## src/rtl/regularization_nch.sv

```systemverilog
// N-channel input regularizer: per-channel debounce, programmable hold-off after each toggle,
// optional per-channel bypass, edge strobes and a shared saturating glitch-reject counter.
module regularization_nch #(
  parameter int              N_CH          = 4,
  parameter int              DEBOUNCE_TIME = 2,
  parameter int              DELAY_W       = 8,
  parameter int              CNT_W         = 16,
  parameter logic [N_CH-1:0] INIT          = '0
) (
  input  logic               i_clk,
  input  logic               i_reset,
  input  logic [N_CH-1:0]    i_signal,
  input  logic [DELAY_W-1:0] i_delay,
  input  logic [N_CH-1:0]    i_bypass,
  input  logic               i_clr_cnt,
  output logic [N_CH-1:0]    o_signal,
  output logic [N_CH-1:0]    o_edge,
  output logic [N_CH-1:0]    o_holdoff,
  output logic [CNT_W-1:0]   o_reject_cnt
);

  localparam int            DW      = (DEBOUNCE_TIME > 1) ? $clog2(DEBOUNCE_TIME) : 1;
  localparam logic [DW-1:0] DB_LAST = DW'(DEBOUNCE_TIME - 1);
  localparam int            PW      = $clog2(N_CH + 1);
  localparam logic [CNT_W:0] REJ_MAX = {1'b0, {CNT_W{1'b1}}};

  logic [N_CH-1:0]              s_q, s_d;
  logic [N_CH-1:0]              sig_q, sig_d;
  logic [N_CH-1:0]              edge_q, edge_d;
  logic [N_CH-1:0][DW-1:0]      cnt_q, cnt_d;
  logic [N_CH-1:0][DELAY_W-1:0] hold_q, hold_d;
  logic [CNT_W-1:0]             rej_q, rej_d;
  logic [N_CH-1:0]              reject;
  logic [PW-1:0]                n_rej;
  logic [CNT_W:0]               rej_sum;

  always_comb begin
    s_d     = i_signal;
    sig_d   = sig_q;
    edge_d  = '0;
    cnt_d   = cnt_q;
    hold_d  = hold_q;
    reject  = '0;
    n_rej   = '0;
    rej_sum = '0;
    rej_d   = rej_q;
    for (int i = 0; i < N_CH; i++) begin
      if (i_bypass[i]) begin
        sig_d[i]  = s_q[i];
        edge_d[i] = s_q[i] ^ sig_q[i];
        cnt_d[i]  = '0;
        hold_d[i] = '0;
      end else if ((s_q[i] != sig_q[i]) && (cnt_q[i] == DB_LAST) && (hold_q[i] == '0)) begin
        sig_d[i]  = s_q[i];
        edge_d[i] = 1'b1;
        cnt_d[i]  = '0;
        hold_d[i] = i_delay;
      end else begin
        if (s_q[i] != sig_q[i]) begin
          // Saturates at the last debounce step so a pending toggle fires as soon as hold-off ends.
          if (cnt_q[i] != DB_LAST) cnt_d[i] = cnt_q[i] + DW'(1);
        end else begin
          reject[i] = (cnt_q[i] != '0);
          cnt_d[i]  = '0;
        end
        if (hold_q[i] != '0) hold_d[i] = hold_q[i] - DELAY_W'(1);
      end
    end
    for (int i = 0; i < N_CH; i++) n_rej = n_rej + PW'(reject[i]);
    rej_sum = {1'b0, rej_q} + (CNT_W + 1)'(n_rej);
    if (i_clr_cnt)             rej_d = '0;
    else if (rej_sum > REJ_MAX) rej_d = {CNT_W{1'b1}};
    else                       rej_d = rej_sum[CNT_W-1:0];
  end

  always_ff @(posedge i_clk or posedge i_reset) begin
    if (i_reset) begin
      s_q    <= INIT;
      sig_q  <= INIT;
      edge_q <= '0;
      cnt_q  <= '0;
      hold_q <= '0;
      rej_q  <= '0;
    end else begin
      s_q    <= s_d;
      sig_q  <= sig_d;
      edge_q <= edge_d;
      cnt_q  <= cnt_d;
      hold_q <= hold_d;
      rej_q  <= rej_d;
    end
  end

  always_comb begin
    o_holdoff = '0;
    for (int i = 0; i < N_CH; i++) o_holdoff[i] = (hold_q[i] != '0);
  end

  assign o_signal     = sig_q;
  assign o_edge       = edge_q;
  assign o_reject_cnt = rej_q;

endmodule
```

## config.mk

```make
export PLATFORM = sky130hd
export DESIGN_NAME = regularization_nch
export DESIGN_NICKNAME = d
export VERILOG_FILES = /design/src/rtl/regularization_nch.sv
export SDC_FILE = /design/constraint.sdc
export NUM_CORES = 1
export LEC_CHECK = 0
export ABC_CLOCK_PERIOD_IN_PS = 7000
export CAP_MARGIN = 0
export CORE_MARGIN = 2
export CORE_UTILIZATION = 61
export CTS_BUF_LIST = sky130_fd_sc_hd__clkbuf_2 sky130_fd_sc_hd__clkbuf_4 sky130_fd_sc_hd__clkbuf_8
export DETAILED_ROUTE_END_ITERATION = 12
export PLACE_DENSITY = 0.87
export SKIP_CTS_REPAIR_TIMING = 1
export SLEW_MARGIN = 20
export SYNTH_ARGS = -nofsm -noshare
export SYNTH_HDL_FRONTEND = slang
export SYNTH_SLANG_ARGS = --single-unit
```

## constraint.sdc

```tcl
create_clock -name i_clk -period 7 [get_ports i_clk]
set_input_delay 0.7 -clock i_clk [delete_from_list [all_inputs] [get_ports i_clk]]
set_output_delay 0.7 -clock i_clk [all_outputs]
set_load 0.05 [all_outputs]
```

==> metrics.md <==
| Metric | Value |
|---|---|
| Outcome | complete, no violations |
| Fillers | 383 |
| Core area | ~5500 um^2 |
| Die H | between 70 and 80 um |
| Drt pass-1 iters | 4 |
| H-Tree Depth | 3 |
| Io pins | 47 |
| EDFF count, synth | 0 |
| Fin crit period | 3.99 ns |
| Endpoints failing setup | 0 |
| Number of core rows | 27 |
| Hold path depth | 1 |
| Starting Density | 63.2% |
| Yosys cell types | between 50 and 60 |
| Slew at the pin closest to its max-slew limit | 0.797 ns |
| Syn Area/Cell | between 9 and 10 um^2 |
| First-pass GRT wire length | 13000 um |
| Req. time, crit path | between 7 and 8 ns |
| Clock skew | 0.00665 ns |
| Fmax | between 0.2 and 0.3 GHz |
| Routed vias | ~2800 |
| Tcrit/Tclk final | 57.0% |
| Pleak | roughly 0.0018 uW |
| Total CTS buffers | 9 |
| N_diodes | 0 |
| Clock Sinks | 64 |
| DR vias/cell | between 5 and 6 |
| Ratio of cells with drive above 1 in the final layout | 7.77% |
| Worst slack, placed | 2.73 ns |
| Flop2flop setup slack | between 3 and 4 ns |
| PD cells | 385 nW/um^2 |
| Cell count after synthesis | approximately 350 |
| Most frequent cells in the layout | dfrtp_1, clkdlybuf4s50_1, a21oi_1 |
| Final hold violations | 0 |
| Area delta synth->final | 19.9% |
| Sequential share of power | 34.5% |
| Die W | 79.6 um |
| CP cell instances | clkdlybuf4s50_1 > nand3b_1 > fa_1 > fa_1 > inv_1 > fa_1 > nand3_1 > nor4_1 > nand4_1 > a21oi_1 |
| CP Max Fanout | 12 |
| Worst-Skew Late Latency | 0.34 ns |
| Setup ws final | 3.01 ns |
| Layout net count | 424 |
| Vias in the first global route | about 2800 |
| DRT antenna net count | 0 |
| Commonest non-fill, non-tap cell in the layout | dfrtp_1 |
| Crit-path leading delay family | simple AND/OR/NAND/NOR gates |
| Fraction of registers with async set/reset | 100% |
| Switching Share | 41.1% |
| # DRC | 0 |
| Sw power | 659 uW |
| Clock power frac | 20.2% |
| Ys flop type | dfrtp_1 |
| FF-to-FF Start | o_signal[0]$_DFFE_PP0P_ |
| Hold path startpoint | hold_q[24]$_DFFE_PP0P_ |
| Critical path type | primary input to flip-flop |
| PortBufs | 46 |
| RSZ-0062 raised after global routing | no |
| Initial antenna violation count | 0 |
| CTS clk-pin slew, worst paths | 0.07 ns |
| Count of final max-slew check failures | 0 |
| Design Power | 1600 uW |
| CP Launch Type | primary input |
| Peak VDD IR | 0.245 mV |
| Min-Delay Path Class | flip-flop to flip-flop |
| Worst path buffer plus inverter count | 2 |
| Final setup TNS | 0 ns |
| Register area share after synthesis | between 40% and 50% |
| 1st-iter DRT viols | 193 |
| Max Cap Violations | 0 |
| Critical path depth | 10 |
| Clock buffer depth | 2 |
| Comb power frac | 45.3% |
| Cell mode on critical path | fa_1 |
| Max transition margin | 46.8% |
| Yosys Warn Count | 0 |
| GRT Total Usage | 26.7% |
| Worst Setup End Kind | flip-flop |
| Routability cong. | between 0.8 and 0.9 |
| Post-DR wirelength/cell | 16.6 um |
| Routed WL | 7800 um |
| R2R depth | 10 |
| Post-Syn Area | 3480 um^2 |
| Grt ovf | 0 |
| DP HPWL | 5380 um |
| Die footprint | 6330 um^2 |
| FF-to-FF End | o_reject_cnt[2]$_DFF_PP0_ |
| Final hold slack | approximately 0.55 ns |
| Hold path endpoint | hold_q[24]$_DFFE_PP0P_ |
| Internal cell power | 946 uW |
| Synthesized flop and latch total | 64 |
| Arrival time worst endpoint | approximately 4.2 ns |
| Synthesized Nets | 381 |
| Clk root buf | clkbuf_8 |
| Worst path slowest cell | clkdlybuf4s50_1 |
| Largest net degree at the start of global routing | between 60 and 70 |
| Worst path max stage delay | 0.59 ns |
| CTS tree | done |
-- worst reg2reg max path, delay by kind of cell, from the launching register on --
| kind | cells | cell delay (ns) |
|---|---|---|
| buffers and inverters | 1 | 0.09 |
| AND/OR/NAND/NOR | 4 | 1.12 |
| XOR/XNOR | 1 | 0.24 |
| adder cells (fa/ha/maj) | 3 | 1.22 |
| AO/OA/AOI/OAI | 1 | 0.36 |
| flip-flops | 1 | 0.42 |
-- through the flow --
step	std cells	utilization, %	cell area (um^2)
6_report	471	75.8	4170
5_1_grt	471	75.8	4170
4_1_cts	471	75.8	4170
2_1_floorplan	351	-	3480
3_5_place_dp	455	72.1	3970
3_3_place_gp	455	72.1	3970
-- final cells by class --
type / count / area [um^2] / area share, %
inverter: 18 / 67.6 / 1.62
sequential: 64 / 1600 / 38.4
multi-input combinational: 254 / 1750 / 41.8
tap: 72 / 90.1 / 2.16
clock buffer: 11 / 145 / 3.48
clock inverter: 5 / 56.3 / 1.35
timing repair buffer: 47 / 468 / 11.2
-- cell usage after synthesis (2+ instances only) --
cell type / instances / area (um^2)
buf_2: 6 / 30.0
and4_1: 2 / 17.5
a211oi_1: 16 / 120
dfrtp_1: 64 / 1600
nand4_1: 5 / 31.3
mux2i_1: 4 / 40.0
nand3b_1: 4 / 30.0
xor2_1: 20 / 175
fa_1: 3 / 60.1
nor4_1: 4 / 25.0
a311oi_1: 2 / 17.5
o21ai_0: 7 / 35.0
a221oi_1: 2 / 17.5
o22ai_1: 2 / 12.5
nor3_1: 11 / 55.1
a21oi_1: 32 / 160
and2_1: 8 / 50.1
o2111ai_1: 2 / 17.5
or3_1: 3 / 18.8
and3_1: 3 / 18.8
nand3_1: 12 / 60.1
nand2b_1: 4 / 25.0
and2_0: 2 / 12.5
clkbuf_1: 7 / 26.3
a31oi_1: 4 / 25.0
nor3b_1: 6 / 45.0
nand2_1: 22 / 82.6
inv_1: 17 / 63.8
a21o_1: 5 / 37.5
xnor2_1: 17 / 149
nor2_1: 24 / 90.1
or4_4: 2 / 22.5
ha_1: 8 / 100
mux2_2: 4 / 45.0
-- power by group through the flow --
stage	combinational, uW	clock [uW]	sequential [uW]
floorplan	536	0	579
global placement	695	0	553
detailed placement	718	0	558
CTS	728	326	552
global route	804	341	565
finish	728	324	554
-- cell families (layout without fill, tap and decap cells) --
logic type               Yosys count  count (layout)  share of synthesized area [%]
flip-flops                        64              64                           46.0
XOR/XNOR                          37              37                           9.31
multiplexers                       8               8                           2.44
adder cells (fa/ha/maj)           11              11                           4.60
buffers and inverters             33              81                           3.88
AND/OR/NAND/NOR                  119             119                           19.0
AO/OA/AOI/OAI                     79              79                           14.7
-- sequential cells by signal, indices dropped and copies added, names as in the netlist --
name,count
cnt_q,4
o_reject_cnt,16
hold_q,32
s_q,4
o_signal,4
o_edge,4
-- worst max path at each step --
stage	start	endpoint	slack (ns)
2_1_floorplan	i_bypass[0]	o_reject_cnt[13]$_DFF_PP0_	3.70
3_3_place_gp	i_bypass[0]	o_reject_cnt[13]$_DFF_PP0_	2.88
3_5_place_dp	i_bypass[0]	o_reject_cnt[9]$_DFF_PP0_	2.73
4_1_cts	i_bypass[0]	o_reject_cnt[2]$_DFF_PP0_	3.04
5_1_grt	i_bypass[0]	o_reject_cnt[2]$_DFF_PP0_	2.72
6_report	i_bypass[0]	o_reject_cnt[2]$_DFF_PP0_	3.01
-- per-layer routing --
| layer | vias up | GRT usage, % | wire length (um) |
|---|---|---|---|
| met3 | 25 | 5.88 | 476 |
| met2 | 98 | 43.7 | 3760 |
| li1 | 1332 | - | - |
| met1 | 1370 | 34.3 | 3320 |
| met4 | 0 | 11.0 | 247 |
| met5 | - | 0 | 0 |
(Power assumes the default switching activity.)
